--- src/rtl/ternary_pkg.sv ---
// Shared ternary types for the branch resolver slice.
//   trit_t      : balanced trit encoding (T_ZERO / T_POS / T_NEG)
//   brq_entry_t : default branch-queue entry {pred, alt_pc}
//   brr_state_t : resolver control state
package ternary_pkg;

  typedef enum logic [1:0] {
    T_ZERO = 2'b00,
    T_POS  = 2'b01,
    T_NEG  = 2'b10
  } trit_t;

  localparam int BR_PC_TRITS = 8;

  typedef struct packed {
    logic                    pred;
    trit_t [BR_PC_TRITS-1:0] alt_pc;
  } brq_entry_t;

  typedef enum logic {
    BRR_RUN   = 1'b0,
    BRR_FLUSH = 1'b1
  } brr_state_t;

endpackage

--- src/rtl/ternary_brq_fifo.sv ---
// In-order branch queue.
//   i_clk, i_rst_n : clock, async active-low reset
//   i_push, i_data : write an entry at the tail (ignored when full)
//   i_pop          : retire the head (ignored when empty)
//   i_clear        : drop every entry; wins over push and pop
//   o_head         : oldest entry
//   o_full, o_empty, o_count : occupancy
module ternary_brq_fifo
  import ternary_pkg::*;
#(
  parameter int  DEPTH = 4,
  parameter type T     = brq_entry_t,
  localparam int PW    = $clog2(DEPTH),
  localparam int CW    = PW + 1
) (
  input  logic          i_clk,
  input  logic          i_rst_n,
  input  logic          i_push,
  input  T              i_data,
  input  logic          i_pop,
  input  logic          i_clear,
  output T              o_head,
  output logic          o_full,
  output logic          o_empty,
  output logic [CW-1:0] o_count
);

  T              r_mem [DEPTH];
  logic [PW-1:0] r_rd_ptr;
  logic [PW-1:0] r_wr_ptr;
  logic [CW-1:0] r_count;
  logic          w_do_push;
  logic          w_do_pop;

  assign o_full    = (r_count == CW'(DEPTH));
  assign o_empty   = (r_count == '0);
  assign o_count   = r_count;
  assign o_head    = r_mem[r_rd_ptr];
  assign w_do_push = i_push && !i_clear && !o_full;
  assign w_do_pop  = i_pop  && !i_clear && !o_empty;

  // Pointers wrap naturally because DEPTH is a power of two.
  always_ff @(posedge i_clk or negedge i_rst_n) begin
    if (!i_rst_n) begin
      r_rd_ptr <= '0;
      r_wr_ptr <= '0;
      r_count  <= '0;
    end else if (i_clear) begin
      r_rd_ptr <= '0;
      r_wr_ptr <= '0;
      r_count  <= '0;
    end else begin
      if (w_do_push) r_wr_ptr <= r_wr_ptr + PW'(1);
      if (w_do_pop)  r_rd_ptr <= r_rd_ptr + PW'(1);
      if (w_do_push && !w_do_pop)      r_count <= r_count + CW'(1);
      else if (w_do_pop && !w_do_push) r_count <= r_count - CW'(1);
    end
  end

  // Storage carries no reset; occupancy alone decides what is live.
  always_ff @(posedge i_clk) begin
    if (w_do_push) r_mem[r_wr_ptr] <= i_data;
  end

endmodule

--- src/rtl/ternary_branch_resolver.sv ---
// Tracks predicted branches from decode to execute, detects mispredicts,
// issues a one-cycle flush with redirect PC, holds decode for a refill
// window and keeps saturating accuracy counters.
//   dec_*          : branch push from decode, dec_ready back-pressure
//   ex_valid/taken : resolution of the oldest outstanding branch
//   flush_o, redirect_pc_o : flush pulse and fetch target
//   stat_*_o       : saturating resolved / mispredicted counts
//   err_o          : sticky, resolution arrived with nothing outstanding
module ternary_branch_resolver
  import ternary_pkg::*;
#(
  parameter int DEPTH        = 4,
  parameter int PC_TRITS     = 8,
  parameter int FLUSH_CYCLES = 2,
  parameter int CNT_W        = 16
) (
  input  logic                 clk,
  input  logic                 rst_n,
  input  logic                 dec_valid,
  input  logic                 dec_is_branch,
  input  logic                 dec_predict_taken,
  input  trit_t [PC_TRITS-1:0] dec_alt_pc,
  output logic                 dec_ready,
  input  logic                 ex_valid,
  input  logic                 ex_taken,
  output logic                 flush_o,
  output trit_t [PC_TRITS-1:0] redirect_pc_o,
  output logic [CNT_W-1:0]     stat_branches_o,
  output logic [CNT_W-1:0]     stat_mispredicts_o,
  output logic                 err_o
);

  localparam int CW  = $clog2(DEPTH) + 1;
  localparam int FCW = $clog2(FLUSH_CYCLES + 1);

  typedef struct packed {
    logic                 pred;
    trit_t [PC_TRITS-1:0] alt_pc;
  } entry_t;

  function automatic logic [CNT_W-1:0] sat_inc(input logic [CNT_W-1:0] v);
    return (&v) ? v : v + CNT_W'(1);
  endfunction

  brr_state_t     r_state, w_state_nxt;
  logic [FCW-1:0] r_fcnt, w_fcnt_nxt;
  entry_t         w_push_entry;
  entry_t         w_head;
  logic           w_full;
  logic           w_empty;
  logic [CW-1:0]  w_count;
  logic           w_push;
  logic           w_resolve;
  logic           w_mispredict;
  logic           w_err_ev;

  assign w_push_entry = '{pred: dec_predict_taken, alt_pc: dec_alt_pc};

  // Ready depends only on registered state, never on ex_*.
  assign dec_ready    = (r_state == BRR_RUN) && !w_full;
  assign w_push       = dec_valid && dec_is_branch && dec_ready;
  assign w_resolve    = (r_state == BRR_RUN) && ex_valid && (w_count != '0);
  assign w_mispredict = w_resolve && (ex_taken != w_head.pred);
  assign w_err_ev     = (r_state == BRR_RUN) && ex_valid && w_empty;

  // A mispredict clears the queue, which also discards a same-cycle push.
  ternary_brq_fifo #(
    .DEPTH (DEPTH),
    .T     (entry_t)
  ) u_fifo (
    .i_clk   (clk),
    .i_rst_n (rst_n),
    .i_push  (w_push),
    .i_data  (w_push_entry),
    .i_pop   (w_resolve),
    .i_clear (w_mispredict),
    .o_head  (w_head),
    .o_full  (w_full),
    .o_empty (w_empty),
    .o_count (w_count)
  );

  always_ff @(posedge clk or negedge rst_n) begin
    if (!rst_n) begin
      r_state <= BRR_RUN;
      r_fcnt  <= '0;
    end else begin
      r_state <= w_state_nxt;
      r_fcnt  <= w_fcnt_nxt;
    end
  end

  // FLUSH lasts until the cycle after the counter reads zero.
  always_comb begin
    w_state_nxt = r_state;
    w_fcnt_nxt  = r_fcnt;
    case (r_state)
      BRR_RUN: begin
        if (w_mispredict) begin
          w_state_nxt = BRR_FLUSH;
          w_fcnt_nxt  = FCW'(FLUSH_CYCLES - 1);
        end
      end
      BRR_FLUSH: begin
        if (r_fcnt == '0) w_state_nxt = BRR_RUN;
        else              w_fcnt_nxt  = r_fcnt - FCW'(1);
      end
      default: w_state_nxt = BRR_RUN;
    endcase
  end

  always_ff @(posedge clk or negedge rst_n) begin
    if (!rst_n) begin
      flush_o            <= 1'b0;
      redirect_pc_o      <= {PC_TRITS{T_ZERO}};
      stat_branches_o    <= '0;
      stat_mispredicts_o <= '0;
      err_o              <= 1'b0;
    end else begin
      flush_o <= w_mispredict;
      if (w_mispredict) redirect_pc_o <= w_head.alt_pc;
      if (w_resolve)    stat_branches_o <= sat_inc(stat_branches_o);
      if (w_mispredict) stat_mispredicts_o <= sat_inc(stat_mispredicts_o);
      if (w_err_ev)     err_o <= 1'b1;
    end
  end

endmodule

--- config.mk ---
export PLATFORM = sky130hd
export DESIGN_NAME = ternary_branch_resolver
export DESIGN_NICKNAME = d
export VERILOG_FILES = /design/src/rtl/ternary_pkg.sv /design/src/rtl/ternary_brq_fifo.sv /design/src/rtl/ternary_branch_resolver.sv
export SDC_FILE = /design/constraint.sdc
export NUM_CORES = 1
export LEC_CHECK = 0
export ABC_AREA = 1
export ABC_CLOCK_PERIOD_IN_PS = 3400
export BUFFER_PORTS_ARGS = -buffer_cell sky130_fd_sc_hd__buf_2
export CORE_MARGIN = 1.5
export CORE_UTILIZATION = 40
export CTS_CLUSTER_SIZE = 16
export DETAILED_ROUTE_END_ITERATION = 8
export GPL_TIMING_DRIVEN = 0
export SYNTH_ARGS = -nofsm -noshare
export SYNTH_HDL_FRONTEND = slang
export SYNTH_HIERARCHICAL = 1
export SYNTH_SLANG_ARGS = --single-unit
--- constraint.sdc ---
create_clock -name clk -period 3.4 [get_ports clk]
set_input_delay 0.17 -clock clk [delete_from_list [all_inputs] [get_ports clk]]
set_output_delay 0.17 -clock clk [all_outputs]
set_load 0.02 [all_outputs]
* After elaboration in Yosys (flattened, before gate mapping)
Memories as Yosys holds them, arrays and structs flattened. Index checks and enable logic that the tools add are counted.
Word-level totals: word-level logic and storage cells 76, memories kept 1, memory bits (writable) 68, bits in registers 60, bits of input ports 23, bits in read-only memories 0, bits in latches 0
Operators by class: multipliers 0, reduce and logical (&&, ||, !) cells 29, shifts and indexed selects 0, $add $sub $neg 7, bitwise logic cells 3, equal/unequal tests 4, magnitude comparators 0, div/mod/pow operators 0, mux-type cells 15
Memories:
- u_fifo.r_mem | depth 4, width 17, read ports 1, clocked after memory_dff 0, wr ports 1, line ternary_brq_fifo.sv:28 | T r_mem [DEPTH];
Operators with widths (number):
- $add A16 B1 Y16 const B | 2
- $reduce_and A16 Y1 | 2
- $logic_and A1 B1 Y1 | 13
- $mux W2 | 6
- $mux W3 | 3
- $reduce_and A2 Y1 | 3
- $reduce_bool A3 Y1 | 2
- $logic_not A1 Y1 | 5
- $add A2 B1 Y2 const B | 2
- $mux W1 | 4
- $pmux W2 S2 | 1
- $reduce_bool A2 Y1 | 2
- $add A3 B1 Y3 const B | 1
- $eq A3 B3 Y1 const B | 1
- $logic_not A3 Y1 | 1
- $not A1 Y1 | 3
- $sub A3 B1 Y3 const B | 1
- $logic_not A2 Y1 | 1
- $ne A2 B1 Y1 const B | 1
- $ne A2 B2 Y1 const B | 1
- $pmux W1 S2 | 1
- $sub A2 B1 Y2 const B | 1
- $ne A1 B1 Y1 | 1

* Longest topological paths before layout
depth in word-level cells 12, gate-level depth with buffers 20

* By module
Netlist, hierarchy kept.
Modules (own cells, without submodules):
- ternary_brq_fifo | sequential area each 2217.1 µm², times used 1, area each 3012.9 µm², cells each 231
- ternary_branch_resolver | sequential area each 1326.3 µm², times used 1, area each 2897.8 µm², cells each 392

* Worst setup path before layout
No wires, ideal clock.
path kind register -> register, start reg u_fifo.r_rd_ptr[0], end mem u_fifo/r_mem[0][0] (netlist name), enable pin, path slack 462 ps, period minus slack after synthesis 2938 ps, path buffers 3, stages on the path, launching flop included 12, library setup time 391 ps, required time 3009 ps, data arrival time 2547 ps, path through dfrtp_1 > buf_2 > inv_2 > buf_2 > nor2_1 > o22ai_1 > xnor2_1 > nor2_4 > buf_2 > inv_4 > nand3_2 > nor2_1
RTL lines:
- start, declared | line ternary_brq_fifo.sv:29 | logic [PW-1:0] r_rd_ptr;
- start signal, assigned | line ternary_brq_fifo.sv:54 | if (w_do_pop) r_rd_ptr <= r_rd_ptr + PW'(1);
- end, declared | line ternary_brq_fifo.sv:28

==> out/results.md <==
| Parameter | This run |
|---|---|
| Unique cell type count in the Yosys netlist | 33 |
| Global Route met3 Usage | 5.54% |
| Critical Setup Path Class | register to register |
| Worst Setup SP | u_fifo/r_rd_ptr[0] |
| Final-layout fill cell count | 1,319 |
| Wirelength, routed | 13.7 mm |
| Worst reg2reg endpoint | u_fifo/o_count[2] |
| Number of non-filler instances in the completed layout | 934 |
| Initial antenna violation count | 0 |
| Parity-gate share of the synthesized area counting xor and xnor cells | 2.37% |
| Root Buffer | sky130_fd_sc_hd__clkbuf_16 |
| Top Usage Layer GRT | met2 |
| I/O pin count | 74 |
| Max-slew violation count | 0 |
| Clock tree from TritonCTS | built |
| Met1 Use GR | 24.6% |
| Number of clock sinks seen by CTS | 128 |
| Setup clock skew after layout | 0.00727 ns |
| Share of cells above drive strength 1 | 21.2% |
| Maximum buffer depth of the clock tree | 2 |
| CP Launch Type | register |
| Leakage power summed over all cells | 3.25 nW |
| Final Critical Period | 3.13 ns |
| Port Buffers | 73 |
| Post-synthesis net count | 654 |
| # nets final | 768 |
| Average wire per cell in the routed design | 14.7 um |
| Final-report hold violation count | 0 |
| DR vias | 4,589 |
| Per-cell via count in the routed design | 4.91 |
| Highest attainable clock frequency | 319 MHz |
| Slew HR | 45.8% |
| Class of the tightest hold or removal check | primary input to register |
| Detailed router's first-iteration violation count | 334 |
| Critical Path Sink Type | register |
| VDD IR-drop max | 0.000442 V |
| Number of nets still failing antenna checks after routing | 0 |
| Depth of the most critical reg-to-reg path | 20 |
| Clock latency of the later-clocked register in the worst-skew pair | 0.42 ns |
| Worst reg-to-reg setup slack | 0.27 ns |
| Clock-pin slew of the registers on the worst-case setup and hold paths | 0.05 ns |
| Floorplan Core Area | 14,500 um2 |
| Start of the worst register-to-register path | u_fifo/r_rd_ptr[0] |
| Share of the synthesized area in compound gates (AO/OA/AOI/OAI) | 6.44% |
| Number of cells in the design after placement | 884 |
| Avg Cell Area, Syn | 9.49 um2 |
| Cell Pwr Density | 769 nW/um2 |
| Htree depth | 4 |
| Post-Synth Adder-Cell Area | 1.82% |
| Starting utilization of the core area | 40.8% |
| Number of cell rows | 44 |
| Area growth syn-to-layout | 23.8% |
| Gate count after technology mapping | 623 |
| Hold Crit Endpoint | err_o |
| Flop and latch count out of synthesis | 128 |
| Setup-violating endpoint count in the final report | 0 |
| Period utilisation layout | 92.1% |
| Global-route wire length before repair | 23.1 mm |
| Total inserted antenna cells | 0 |
| Cell area after synthesis | 5910 um2 |
| Number of stages on the worst hold path | 4 |
| RSZ-0062 raised after global routing | false |
| Worst EP arrival | 3.44 ns |
| Vertical die dimension | 125 um |
| Final TNS setup | 0 ns |
| Clock buffers created by TritonCTS | 17 |
| Global-route congestion overflow total | 0 |
| Number of violations of the max-capacitance limit | 0 |
| Combinational family with the most area after synthesis | simple AND/OR/NAND/NOR gates |
| Total die area | 15,500 um2 |
| Estimated wirelength of the detail-placed design | 9.29 mm |
| Part of the Yosys area used for sequential elements | 59.9% |
| Global-route met2 utilization | 30.9% |
| Hold path startpoint | ex_valid |
| Vias in the first global route | 4,585 |
| Total of warnings raised by yosys | 6 |
| Overall routing resource usage | 19.1% |
| Final estimated routing congestion in global placement | 0.821 |
| Die width | 125 um |
| Maximum fanout along the worst path | 14 |
| Run status | finished, final reports clean |
| DRT Pass-1 Iters | 5 |
| Actual slew at the worst max-slew pin | 0.813 ns |
| Largest net degree at the start of global routing | 61 |
| Simple-gate area share of the yosys netlist | 24.2% |
| Share of synthesized area spent on multiplexers | 0% |
| Req. time, crit path | 3.71 ns |
| Final routed DRC violation total | 0 |
## timing repair
| item | CTS | global route |
|---|---|---|
| gates resized for setup | 1 | 5 |
| hold endpoints to repair | 128 | 0 |
| pin swaps | 0 | 1 |
| endpoints found under the setup margin | 10 | 29 |
| hold buffers | 18 | 0 |
| buffers inserted | 0 | 0 |
## cell usage after synthesis
cell | count | area (um2)
sky130_fd_sc_hd__nand2_1 | 193 | 724
sky130_fd_sc_hd__nor2_1 | 76 | 285
sky130_fd_sc_hd__edfxtp_1 | 68 | 2040
sky130_fd_sc_hd__dfrtp_1 | 60 | 1500
sky130_fd_sc_hd__inv_1 | 48 | 180
sky130_fd_sc_hd__o21ai_1 | 32 | 160
sky130_fd_sc_hd__nand3_1 | 20 | 100
sky130_fd_sc_hd__o22ai_1 | 18 | 113
sky130_fd_sc_hd__o21ai_0 | 15 | 75.1
sky130_fd_sc_hd__nand4_1 | 13 | 81.3
sky130_fd_sc_hd__xnor2_1 | 13 | 114
sky130_fd_sc_hd__buf_2 | 9 | 45.0
sky130_fd_sc_hd__ha_1 | 7 | 87.6
sky130_fd_sc_hd__inv_2 | 7 | 26.3
sky130_fd_sc_hd__nand2_2 | 7 | 43.8
sky130_fd_sc_hd__nor2_2 | 7 | 43.8
sky130_fd_sc_hd__nand2_4 | 5 | 56.3
sky130_fd_sc_hd__buf_6 | 3 | 33.8
sky130_fd_sc_hd__nand3_2 | 3 | 30.0
sky130_fd_sc_hd__xor2_1 | 3 | 26.3
sky130_fd_sc_hd__clkbuf_1 | 2 | 7.51
sky130_fd_sc_hd__nand3b_1 | 2 | 15.0
sky130_fd_sc_hd__nor2_4 | 2 | 22.5
sky130_fd_sc_hd__a21o_1 | 1 | 7.51
sky130_fd_sc_hd__a21oi_2 | 1 | 8.76
sky130_fd_sc_hd__and3_1 | 1 | 6.26
sky130_fd_sc_hd__buf_4 | 1 | 7.51
sky130_fd_sc_hd__clkinv_1 | 1 | 3.75
sky130_fd_sc_hd__fa_1 | 1 | 20.0
sky130_fd_sc_hd__inv_4 | 1 | 6.26
sky130_fd_sc_hd__nand2_8 | 1 | 20.0
sky130_fd_sc_hd__o21a_1 | 1 | 7.51
sky130_fd_sc_hd__o21ai_2 | 1 | 8.76
## cell usage in the layout, fill, tap and decap left out, types with 2 or more instances in the layout
master                            n
sky130_fd_sc_hd__buf_2           79
sky130_fd_sc_hd__buf_4            2
sky130_fd_sc_hd__buf_6            3
sky130_fd_sc_hd__buf_8            5
sky130_fd_sc_hd__clkbuf_1         5
sky130_fd_sc_hd__clkbuf_16       17
sky130_fd_sc_hd__clkbuf_8         2
sky130_fd_sc_hd__clkinv_1         2
sky130_fd_sc_hd__clkinv_2         3
sky130_fd_sc_hd__clkinvlp_4       5
sky130_fd_sc_hd__dfrtp_1         60
sky130_fd_sc_hd__dlygate4sd3_1   18
sky130_fd_sc_hd__edfxtp_1        68
sky130_fd_sc_hd__ha_1             7
sky130_fd_sc_hd__inv_1           48
sky130_fd_sc_hd__inv_2            7
sky130_fd_sc_hd__nand2_1        193
sky130_fd_sc_hd__nand2_2          7
sky130_fd_sc_hd__nand2_4          5
sky130_fd_sc_hd__nand3_1         20
sky130_fd_sc_hd__nand3_2          3
sky130_fd_sc_hd__nand3b_1         2
sky130_fd_sc_hd__nand4_1         13
sky130_fd_sc_hd__nor2_1          72
sky130_fd_sc_hd__nor2_2          11
sky130_fd_sc_hd__nor2_4           2
sky130_fd_sc_hd__o21ai_0         15
sky130_fd_sc_hd__o21ai_1         32
sky130_fd_sc_hd__o22ai_1         17
sky130_fd_sc_hd__xnor2_1         12
sky130_fd_sc_hd__xor2_1           3
## area by class of cell
cell class	count	area (um2)	area share [%]
clock inverter	10	65.1	0.889
tap	184	230	3.15
sequential	128	3540	48.4
inverter	57	216	2.96
multi-input combinational	423	2080	28.4
timing repair buffer	95	608	8.31
clock buffer	22	464	6.35
buffer	15	106	1.45
## state kept, by name, indices dropped and copies added (netlist names)
| name | cells |
|---|---|
| u_fifo/r_mem | 68 |
| redirect_pc_o | 16 |
| stat_branches_o | 16 |
| stat_mispredicts_o | 16 |
| u_fifo/o_count | 3 |
| r_fcnt | 2 |
| u_fifo/r_rd_ptr | 2 |
| u_fifo/r_wr_ptr | 2 |
| err_o | 1 |
| flush_o | 1 |
| r_state | 1 |
## power breakdown
part | total, W | internal, W | switching (W) | leakage, nW
clock | 0.00161 | 0.000961 | 0.000653 | 0.246
sequential | 0.00211 | 0.00191 | 0.000199 | 1.39
combinational | 0.00190 | 0.000648 | 0.00125 | 1.61
## metrics by stage
stage	power (W)	hold slack, ns	cell area [um2]	worst slack, ns	util, %
finish	0.00562	0.135	7310	0.270	50.5
global route	0.00601	0.143	7310	0.0121	50.5
CTS	0.00566	0.124	7290	0.0214	50.4
detailed placement	0.00401	0.333	6580	-0.0874	45.4
global placement	0.00393	0.381	6510	-0.640	44.9
floorplan	0.00339	-0.126	5910	0.462	-
## cell families (layout without fill, tap and decap cells)
| group | Yosys count | count (layout) |
|---|---|---|
| buffers and inverters | 72 | 199 |
| adders and majority gates | 8 | 8 |
| xor gates and xnor gates | 16 | 16 |
| DFF | 128 | 128 |
| and+or+nand+nor | 330 | 330 |
| AOI/OAI and AO/OA | 69 | 69 |
## per-layer routing
metal / vias up / part of all wire, %
met2: 105 / 48
met1: 2198 / 46
met3: 18 / 4.1
li1: 2268 / -
met4: 0 / 1.3
met5: - / 0
## worst max-delay path by stage
stage / slack (ns) / cells after the start / end
after global placement: -0.64 / 11 / u_fifo/r_mem[3][4]
after global routing: 0.01 / 20 / u_fifo/o_count[2]
after CTS: 0.02 / 20 / u_fifo/o_count[2]
after detailed placement: -0.09 / 20 / u_fifo/o_count[2]
final: 0.27 / 20 / u_fifo/o_count[2]
after floorplan: 0.46 / 11 / u_fifo/r_mem[0][0]
## critical path, cell delays in order, from the launching register on
cell                       delay, ns
sky130_fd_sc_hd__dfrtp_1        0.38
sky130_fd_sc_hd__buf_2          0.19
sky130_fd_sc_hd__inv_2          0.14
sky130_fd_sc_hd__clkbuf_4       0.25
sky130_fd_sc_hd__nor2_1         0.07
sky130_fd_sc_hd__o22ai_2        0.25
sky130_fd_sc_hd__xnor2_2        0.12
sky130_fd_sc_hd__nor2_4         0.21
sky130_fd_sc_hd__buf_8          0.21
sky130_fd_sc_hd__inv_4          0.07
sky130_fd_sc_hd__nand2_2        0.06
sky130_fd_sc_hd__a21oi_2        0.05
sky130_fd_sc_hd__nand2_2        0.11
sky130_fd_sc_hd__inv_1          0.06
sky130_fd_sc_hd__fa_1           0.37
sky130_fd_sc_hd__xnor2_1        0.19
sky130_fd_sc_hd__inv_1          0.06
sky130_fd_sc_hd__nand2_1        0.07
sky130_fd_sc_hd__nand2_1        0.05
sky130_fd_sc_hd__nand3_1        0.06
sky130_fd_sc_hd__nand2_1        0.04
Power figures use the tool's default switching activity.
